--- config.mk ---
export PLATFORM = sky130hd
export DESIGN_NAME = gcd_engine
export DESIGN_NICKNAME = d
export VERILOG_FILES = /design/src/rtl/gcd_pkg.sv /design/src/rtl/gcd_dp_w.sv /design/src/rtl/gcd_engine.sv
export SDC_FILE = /design/constraint.sdc
export NUM_CORES = 1
export LEC_CHECK = 0
export BUFFER_PORTS_ARGS = -buffer_cell sky130_fd_sc_hd__buf_2
export CAP_MARGIN = 20
export CORE_MARGIN = 10
export CORE_UTILIZATION = 46
export CTS_BUF_LIST = sky130_fd_sc_hd__clkbuf_4 sky130_fd_sc_hd__clkbuf_8
export CTS_CLUSTER_DIAMETER = 60
export DETAILED_ROUTE_END_ITERATION = 7
export HOLD_SLACK_MARGIN = 0.15
export PLACE_DENSITY = 0.66
export SYNTH_ARGS = -nofsm -noshare
export SYNTH_HDL_FRONTEND = slang
export SYNTH_SLANG_ARGS = --single-unit
--- constraint.sdc ---
create_clock -name clk -period 9.05 [get_ports clk]
set_input_delay 0 -clock clk [delete_from_list [all_inputs] [get_ports clk]]
set_output_delay 0 -clock clk [all_outputs]
set_load 0.1 [all_outputs]
--- src/rtl/gcd_pkg.sv ---
// -----------------------------------------------------------------------------
// gcd_pkg
// Purpose : Shared types and default parameters for the subtractive GCD engine.
// Contents: gcd_state_e    - control FSM state encoding (IDLE, CALC, DONE)
//           GCD_WIDTH_DEF  - default operand/result width
//           GCD_ITER_W_DEF - default iteration counter width
// -----------------------------------------------------------------------------
package gcd_pkg;

    localparam int unsigned GCD_WIDTH_DEF  = 16;
    localparam int unsigned GCD_ITER_W_DEF = 16;

    typedef enum logic [1:0] {
        ST_IDLE = 2'd0,
        ST_CALC = 2'd1,
        ST_DONE = 2'd2
    } gcd_state_e;

endpackage : gcd_pkg

--- src/rtl/gcd_dp_w.sv ---
// -----------------------------------------------------------------------------
// gcd_dp_w
// Purpose : Datapath of the GCD engine. Holds the A/B operand registers, one
//           shared subtractor (larger minus smaller), the magnitude comparator
//           and the zero detectors. Sequenced entirely by strobes from the FSM.
// Ports   : clk          - rising-edge clock
//           rst_n        - synchronous active-low reset, clears A and B
//           i_load       - capture i_a/i_b into A/B
//           i_sub_a      - A <= A - B (issued only when A > B)
//           i_sub_b      - B <= B - A (issued only when A < B)
//           i_a, i_b     - operands to capture
//           o_a          - current value of A
//           o_a_or_b     - A | B, the result when one operand is zero
//           o_a_gt_b     - A > B
//           o_a_lt_b     - A < B
//           o_eq         - A == B
//           o_any_zero   - A == 0 or B == 0
//           o_both_zero  - A == 0 and B == 0
// -----------------------------------------------------------------------------
module gcd_dp_w
    import gcd_pkg::*;
#(
    parameter int WIDTH = GCD_WIDTH_DEF
) (
    input  logic             clk,
    input  logic             rst_n,
    input  logic             i_load,
    input  logic             i_sub_a,
    input  logic             i_sub_b,
    input  logic [WIDTH-1:0] i_a,
    input  logic [WIDTH-1:0] i_b,
    output logic [WIDTH-1:0] o_a,
    output logic [WIDTH-1:0] o_a_or_b,
    output logic             o_a_gt_b,
    output logic             o_a_lt_b,
    output logic             o_eq,
    output logic             o_any_zero,
    output logic             o_both_zero
);

    logic [WIDTH-1:0] r_a;
    logic [WIDTH-1:0] r_b;
    logic [WIDTH-1:0] w_minuend;
    logic [WIDTH-1:0] w_subtrahend;
    logic [WIDTH-1:0] w_diff;
    logic             w_gt;
    logic             w_a_zero;
    logic             w_b_zero;

    assign w_gt     = (r_a > r_b);
    assign w_a_zero = (r_a == {WIDTH{1'b0}});
    assign w_b_zero = (r_b == {WIDTH{1'b0}});

    // One subtractor serves both directions: the larger operand is always the
    // minuend, so the difference never borrows.
    assign w_minuend    = w_gt ? r_a : r_b;
    assign w_subtrahend = w_gt ? r_b : r_a;
    assign w_diff       = w_minuend - w_subtrahend;

    assign o_a         = r_a;
    assign o_a_or_b    = r_a | r_b;
    assign o_a_gt_b    = w_gt;
    assign o_a_lt_b    = (r_a < r_b);
    assign o_eq        = (r_a == r_b);
    assign o_any_zero  = w_a_zero | w_b_zero;
    assign o_both_zero = w_a_zero & w_b_zero;

    // Operand registers: load, reduce the larger one, or hold.
    always_ff @(posedge clk) begin
        if (!rst_n) begin
            r_a <= {WIDTH{1'b0}};
            r_b <= {WIDTH{1'b0}};
        end else if (i_load) begin
            r_a <= i_a;
            r_b <= i_b;
        end else if (i_sub_a) begin
            r_a <= w_diff;
        end else if (i_sub_b) begin
            r_b <= w_diff;
        end else begin
            r_a <= r_a;
            r_b <= r_b;
        end
    end

endmodule : gcd_dp_w

--- src/rtl/gcd_engine.sv ---
// -----------------------------------------------------------------------------
// gcd_engine
// Purpose : Self-sequenced GCD unit using repeated subtraction. Operands are
//           accepted with a valid/ready handshake, the control FSM drives the
//           gcd_dp_w datapath, and the result is offered with a valid/ready
//           handshake together with a saturating step count and a flag for
//           the both-operands-zero case.
// Ports   : clk        - rising-edge clock
//           rst_n      - synchronous active-low reset (aborts any job)
//           in_valid   - operand pair valid
//           in_ready   - engine idle and able to accept operands (registered)
//           in_a, in_b - unsigned operands
//           out_valid  - result valid, held until accepted (registered)
//           out_ready  - consumer accepts the result
//           out_gcd    - gcd(A,B)
//           out_iters  - number of subtraction steps, saturating
//           out_zero   - both operands were zero
// -----------------------------------------------------------------------------
module gcd_engine
    import gcd_pkg::*;
#(
    parameter int WIDTH  = GCD_WIDTH_DEF,
    parameter int ITER_W = GCD_ITER_W_DEF
) (
    input  logic              clk,
    input  logic              rst_n,
    input  logic              in_valid,
    output logic              in_ready,
    input  logic [WIDTH-1:0]  in_a,
    input  logic [WIDTH-1:0]  in_b,
    output logic              out_valid,
    input  logic              out_ready,
    output logic [WIDTH-1:0]  out_gcd,
    output logic [ITER_W-1:0] out_iters,
    output logic              out_zero
);

    localparam logic [ITER_W-1:0] ITER_MAX = {ITER_W{1'b1}};
    localparam logic [ITER_W-1:0] ITER_ONE = ITER_W'(1);

    gcd_state_e        r_state;
    logic              r_in_ready;
    logic              r_out_valid;
    logic [WIDTH-1:0]  r_gcd;
    logic [ITER_W-1:0] r_cnt;
    logic [ITER_W-1:0] r_out_iters;
    logic              r_zero;

    logic              w_load;
    logic              w_sub_a;
    logic              w_sub_b;
    logic [WIDTH-1:0]  w_a;
    logic [WIDTH-1:0]  w_a_or_b;
    logic              w_gt;
    logic              w_lt;
    logic              w_eq;
    logic              w_any_zero;
    logic              w_both_zero;

    gcd_dp_w #(
        .WIDTH (WIDTH)
    ) u_dp (
        .clk         (clk),
        .rst_n       (rst_n),
        .i_load      (w_load),
        .i_sub_a     (w_sub_a),
        .i_sub_b     (w_sub_b),
        .i_a         (in_a),
        .i_b         (in_b),
        .o_a         (w_a),
        .o_a_or_b    (w_a_or_b),
        .o_a_gt_b    (w_gt),
        .o_a_lt_b    (w_lt),
        .o_eq        (w_eq),
        .o_any_zero  (w_any_zero),
        .o_both_zero (w_both_zero)
    );

    // Datapath strobes decoded from the current state and operand compare.
    always_comb begin
        w_load  = 1'b0;
        w_sub_a = 1'b0;
        w_sub_b = 1'b0;
        case (r_state)
            ST_IDLE: begin
                w_load = in_valid;
            end
            ST_CALC: begin
                if (!w_any_zero && !w_eq) begin
                    w_sub_a = w_gt;
                    w_sub_b = w_lt;
                end else begin
                    w_sub_a = 1'b0;
                    w_sub_b = 1'b0;
                end
            end
            default: begin
                w_load  = 1'b0;
                w_sub_a = 1'b0;
                w_sub_b = 1'b0;
            end
        endcase
    end

    // Control FSM with registered handshake and result outputs.
    always_ff @(posedge clk) begin
        if (!rst_n) begin
            r_state     <= ST_IDLE;
            r_in_ready  <= 1'b1;
            r_out_valid <= 1'b0;
            r_gcd       <= {WIDTH{1'b0}};
            r_cnt       <= {ITER_W{1'b0}};
            r_out_iters <= {ITER_W{1'b0}};
            r_zero      <= 1'b0;
        end else begin
            case (r_state)
                ST_IDLE: begin
                    if (in_valid) begin
                        r_state    <= ST_CALC;
                        r_in_ready <= 1'b0;
                        r_cnt      <= {ITER_W{1'b0}};
                    end else begin
                        r_state <= ST_IDLE;
                    end
                end
                ST_CALC: begin
                    if (w_any_zero) begin
                        r_gcd       <= w_a_or_b;
                        r_zero      <= w_both_zero;
                        r_out_iters <= r_cnt;
                        r_out_valid <= 1'b1;
                        r_state     <= ST_DONE;
                    end else if (w_eq) begin
                        r_gcd       <= w_a;
                        r_zero      <= 1'b0;
                        r_out_iters <= r_cnt;
                        r_out_valid <= 1'b1;
                        r_state     <= ST_DONE;
                    end else if (r_cnt != ITER_MAX) begin
                        // A subtraction is issued this cycle; count it.
                        r_cnt <= r_cnt + ITER_ONE;
                    end else begin
                        // Saturated: keep subtracting but stop counting.
                        r_cnt <= r_cnt;
                    end
                end
                ST_DONE: begin
                    if (out_ready) begin
                        r_out_valid <= 1'b0;
                        r_in_ready  <= 1'b1;
                        r_state     <= ST_IDLE;
                    end else begin
                        r_state <= ST_DONE;
                    end
                end
                default: begin
                    r_state     <= ST_IDLE;
                    r_in_ready  <= 1'b1;
                    r_out_valid <= 1'b0;
                end
            endcase
        end
    end

    assign in_ready  = r_in_ready;
    assign out_valid = r_out_valid;
    assign out_gcd   = r_gcd;
    assign out_iters = r_out_iters;
    assign out_zero  = r_zero;

endmodule : gcd_engine

==> results.cfg, run 1 <==
[outcome]
status = complete, no violations

[critical_path]
worstSetupPathType = flop to flop
worstPathRequired_ns = 9.32
cp-start-kind = flop
worstPathArrival_ns = 5.46
worstSetupEndpointType = flop
path_max_fanout = 11

[timing]
fin_crit_sh_pct = 57.4
max_freq_mhz = 193
fin_skew_ns = 0.00870
fin_ws_ns = 3.86
fin_crit_ns = 5.19
slew_violations = 0
setup_tns_ns = 0
hold_violations = 0
relSlewSlack_pct = 29.7
rsz0062_at_grt = false
tightest_slew_ns = 1.05
finalSetupViolations = 0
timing.hold.ws_ns = 0.380

[synth]
synth_cell_types = 69
synthesis.nets = 739
syn-mean-instance-area_um2 = 7.74
synthFlopType = dfxtp_1
ys_seq_area_share_pct = 32.9
yosys_warnings = 0
async_reset_ff_share_pct = 0
synth_edf_count = 0
synth_cells = 669
ys_ff_latch = 85
synth_area_um2 = 5180

[route]
final_antenna_net_count = 0
drt_iter0_markers = 435
avgRoutedWirePerCell_um = 18.8
vias = 5288
routed_wl_um = 17300
viasPerCell = 5.75
drc_errors = 0
drt_first_pass_iters = 5

[global_route]
grt-ovfl-total = 0
grt_pass1_vias = 5151
antenna_found_initial = 1
track_usage_pct = 21.3
grt_max_degree = 45
grt_pass1_wl_um = 27800

[floorplanning]
die_h_um = 126
design.core.area_um2 = 10900
rows = 38
io_pins = 71
dieArea_um2 = 15900
initial_utilization_pct = 47.4
die_x_um = 126

[placement]
dpl.cell_count = 849
pre_cts_slack_ns = 3.95
placement.io_buffers = 70
gp_congestion = 0.998
dp_hpwl_um = 12400

[power]
power_density_nw_per_um2 = 327
vdd.ir_drop.worst_mv = 0.131
p_total_mw = 2.06
leakagePower_nw = 2.44

[job]
maxCapViolations = 0

[layout]
area_growth_pct = 21.6
drive_gt1_share_pct = 15.7
multi_input_area_um2 = 3170
layout_common_cells = nor2_1, dfxtp_1, a21oi_1
layout.nets = 843
fin_cells = 919
area.sequential_um2 = 1700
fill_cells = 1012
final_common_cell = nor2_1

[cts]
post-cts-setup-buffers = 0
holdBufCountCts = 51
htreeDepth = 3
cts_num_sinks = 85
cts_buffers = 9
cts_root_buf = clkbuf_8
clockBufferDepth = 2
clock_latency_ns = 0.39
cts_tree = built
cts_resized = 0
path_clk_slew_ns = 0.09

[min_path]
hold_path.class = input port to flop
## Yosys cell counts (all sizes together) (4+ instances only)
cell type	n	area (µm²)
nand4	8	50.1
o21ai	24	124
xor2	11	96.3
nand2b	4	25.0
nor2b	7	43.8
nand2	75	289
ha	34	425
o22ai	5	31.3
buf	7	56.3
nor2	95	357
a21oi	77	389
clkbuf	29	109
nand3	19	100
a22oi	6	45.0
xnor2	14	123
a211oi	28	220
o221ai	10	87.6
or4	4	41.3
nor3	12	60.1
inv	42	158
nor4	14	109
dfxtp	85	1700
a21o	4	30.0
a311oi	5	43.8
## cells by family after synthesis
group,share of synthesized area [%]
DFF,32.9
adders and majority gates,8.21
muxes,0.604
and+or+nand+nor,22.6
xor gates and xnor gates,4.23
AOI/OAI and AO/OA,25.3
buffers and inverters,6.23
## critical path, cell delays in order, from the launching register on
cell      delay, ns
dfxtp_1        0.43
inv_1          0.10
ha_1           0.42
or4_4          0.58
nand3b_4       0.19
nor4_4         0.69
nor2_1         0.43
a21oi_1        0.24
ha_1           0.21
a21oi_1        0.05
o22ai_1        0.13
nor3_1         0.06
a311oi_1       0.36
o21bai_1       0.16
o211ai_1       0.48
a21boi_0       0.22
xnor2_1        0.22
a21oi_1        0.09
## final cells by class
class / instances / area share (%)
timing repair buffer: 129 / 14.6
clock buffer: 10 / 2.09
sequential: 85 / 27.0
multi-input combinational: 506 / 50.3
antenna: 1 / 0.0397
tap: 140 / 2.78
inverter: 42 / 2.50
clock inverter: 6 / 0.735
## stage by stage
| step | util [%] | instance area [µm²] |
|---|---|---|
| 2_1_floorplan | - | 5180 |
| 3_3_place_gp | 51.2 | 5600 |
| 3_5_place_dp | 51.2 | 5600 |
| 4_1_cts | 57.5 | 6280 |
| 5_1_grt | 57.6 | 6300 |
| 6_report | 57.6 | 6300 |
## power by group
| group | leakage [nW] | switching [mW] | total, mW | internal [mW] |
|---|---|---|---|---|
| logic | 1.66 | 0.836 | 1.31 | 0.472 |
| clock network | 0.0867 | 0.155 | 0.260 | 0.105 |
| registers | 0.692 | 0.0679 | 0.489 | 0.421 |
| total | 2.44 | 1.06 | 2.06 | 0.998 |
## flip-flops by register name, summed over array words and instances (netlist names)
register	cells
out_valid	1
in_ready	1
out_zero	1
r_cnt	16
r_state	2
u_dp.r_b	16
out_iters	16
u_dp.o_a	16
out_gcd	16
## metal layers
layer	track usage [%]	vias up	share of wire [%]
met4	9.44	0	3.2
met5	0	-	0
met3	4.19	43	7.7
li1	-	2588	-
met1	28.1	2422	45
met2	33.0	235	45
## worst paths after layout
path | depth (start not counted) | start | end | slack (ns)
worst max register to register | 17 | u_dp.o_a[13]$_SDFFE_PN0P_ | u_dp.r_b[10]$_SDFFE_PN0P_ | 3.86
worst min-delay path | 4 | in_a[3] | u_dp.o_a[3]$_SDFFE_PN0P_ | 0.38
worst min register to register | 2 | out_iters[10]$_SDFFE_PN0P_ | out_iters[10]$_SDFFE_PN0P_ | 0.46
worst max-delay path | 17 | u_dp.o_a[13]$_SDFFE_PN0P_ | u_dp.r_b[10]$_SDFFE_PN0P_ | 3.86
Note: power is estimated with default switching activity, not from simulation.
==> inputs of run 2 (changes only) <==
Settings changed: PLACE_DENSITY 0.66 to 0.69.
Clock period 9.05 ns to 4.5 ns, I/O delays scaled along.
==> results.cfg, run 2 (same netlist as run 1, synthesis figures left out) <==
[outcome]
status = complete, no violations

[timing]
relSlewSlack_pct = 30.7
timing.hold.ws_ns = 0.180
tightest_slew_ns = 1.04
finalSetupViolations = 0
hold_violations = 0
slew_violations = 0
fin_crit_ns = 4.31
max_freq_mhz = 232
fin_crit_sh_pct = 95.8
fin_skew_ns = 0.0128

[layout]
layout_common_cells = nor2_1, dfxtp_1, a21oi_1
final_common_cell = nor2_1
post-route-util_pct = 60.5
area_growth_pct = 27.8
fin_cells = 952
fill_cells = 993
layout.nets = 876
drive_gt1_share_pct = 21.8
stdcell_area_um2 = 6620

[critical_path]
r2r_end = u_dp.o_a[6]$_SDFFE_PN0P_
cp_top_family = compound AO/OA/AOI/OAI gates
cp-start-kind = flop
path_max_fanout = 5
critPathBufInv = 4
worstPathArrival_ns = 4.61
crit_chain = inv_1 -> ha_1 -> inv_1 -> a21oi_2 -> o31ai_1 -> a2111oi_2 -> buf_4 -> o21ai_2 -> a211oi_4 -> a21oi_1 -> ha_1 -> a21oi_1 -> o22ai_1 -> nor3_1 -> a311oi_1 -> o21bai_1 -> buf_4 -> a21oi_1 -> or3_1 -> a31o_2 -> o21ai_1
r2r-start = u_dp.o_a[5]$_SDFFE_PN0P_
worstSetupPathType = flop to flop
rr_worst_depth = 21
worstSetupEndpointType = flop
reg2reg_setup_slack_ns = 0.19
crit_slowest_cell = dfxtp_1
worstPathRequired_ns = 4.80
cpPeakStageDelay_ns = 0.45
crit_top_cell = a21oi_1

[floorplanning]
io_pins = 71
dieArea_um2 = 15900
rows = 38
initial_utilization_pct = 47.4
die_x_um = 126
die_h_um = 126
design.core.area_um2 = 10900

[power]
vdd.ir_drop.worst_mv = 0.362
leakagePower_nw = 2.64
power_density_nw_per_um2 = 680
p_total_mw = 4.50

[route]
avgRoutedWirePerCell_um = 19.2
viasPerCell = 5.81
drt_iter0_markers = 559
vias = 5528
routed_wl_um = 18300
drt_first_pass_iters = 5
drc_errors = 0
final_antenna_net_count = 0

[global_route]
grt_pass1_vias = 5393
grt-ovfl-total = 0
antenna_found_initial = 1
grt_pass1_wl_um = 28600
grt_max_degree = 35
track_usage_pct = 22.1

[cts]
cts_num_sinks = 85
cts_tree = built
cts_root_buf = clkbuf_8
path_clk_slew_ns = 0.10
clockBufferDepth = 2
htreeDepth = 3
clock_latency_ns = 0.38
cts_buffers = 9

[min_path]
hold_path.class = input port to flop
holdPathEnd = r_state[0]$_SDFFE_PN0P_
holdPathStages = 4
min_from = in_valid

[placement]
placement.io_buffers = 70
gp_congestion = 0.992
placed_area_um2 = 5890
dpl.cell_count = 888
dp_hpwl_um = 13100

[job]
maxCapViolations = 0
run 2: cell count changes in the layout (fill, tap and decap cells not counted), moves of 2 or more:
cell	before	now
dlygate4sd3_1	51	45
dfxtp_2	0	5
clkinvlp_4	2	4
dfxtp_4	0	3
a2111oi_2	1	3
buf_4	7	47
dfxtp_1	85	77
a211oi_1	26	24
run 2: metrics by stage:
step | setup TNS, ns | worst slack, ns
final | 0 | 0.189
after global routing | -0.0620 | -0.0374
after CTS | 0 | 0.0528
after floorplan | 0 | 0.340
after global placement | 0 | 0.0583
after detailed placement | 0 | 0.0275
run 2: power by group:
| part | internal [mW] | switching (mW) | total (mW) |
|---|---|---|---|
| Combinational | 1.21 | 1.82 | 3.03 |
| Sequential | 0.856 | 0.0982 | 0.954 |
| Clock | 0.211 | 0.311 | 0.521 |
run 2: area by class of cell:
| type | count | area, µm² | share of cell area [%] |
|---|---|---|---|
| diodes | 1 | 2.50 | 0.0378 |
| flip-flops and latches | 85 | 1720 | 26.0 |
| multi-input cells | 506 | 3230 | 48.8 |
| well taps | 140 | 175 | 2.65 |
| inverters | 42 | 158 | 2.38 |
| clock buffers | 10 | 131 | 1.98 |
| clock inverters | 6 | 47.5 | 0.718 |
| repair buffers | 162 | 1150 | 17.4 |
run 2: worst max-delay path by stage:
stage / to / depth (start not counted) / start / slack, ns
floorplan: u_dp.r_b[12]$_SDFFE_PN0P_ / 19 / u_dp.o_a[13]$_SDFFE_PN0P_ / 0.34
global placement: u_dp.r_b[6]$_SDFFE_PN0P_ / 21 / u_dp.o_a[5]$_SDFFE_PN0P_ / 0.06
detailed placement: u_dp.o_a[6]$_SDFFE_PN0P_ / 21 / u_dp.o_a[5]$_SDFFE_PN0P_ / 0.03
CTS: u_dp.o_a[6]$_SDFFE_PN0P_ / 18 / u_dp.o_a[15]$_SDFFE_PN0P_ / 0.05
global route: u_dp.o_a[6]$_SDFFE_PN0P_ / 21 / u_dp.o_a[5]$_SDFFE_PN0P_ / -0.04
finish: u_dp.o_a[6]$_SDFFE_PN0P_ / 21 / u_dp.o_a[5]$_SDFFE_PN0P_ / 0.19
run 2: worst min-delay path, cell delays in order:
cell and delay, ns:
buf_2 0.11, nand2_1 0.05, buf_4 0.22, a21oi_1 0.15
run 2: layer usage:
metal	up-vias	global-route usage, %	routed length, µm
li1	2643	-	-
met1	2579	28.7	7850
met2	255	34.7	8410
met3	51	3.61	1390
met4	0	10.8	641
met5	-	0	0
run 2: repair_timing:
item | CTS | global route
buffers inserted | 0 | 2
pin swaps | 0 | 3
hold buffers | 45 | 0
setup endpoints to repair | 2 | 11
endpoints found under the hold margin | 38 | 0
gates resized for setup | 1 | 21
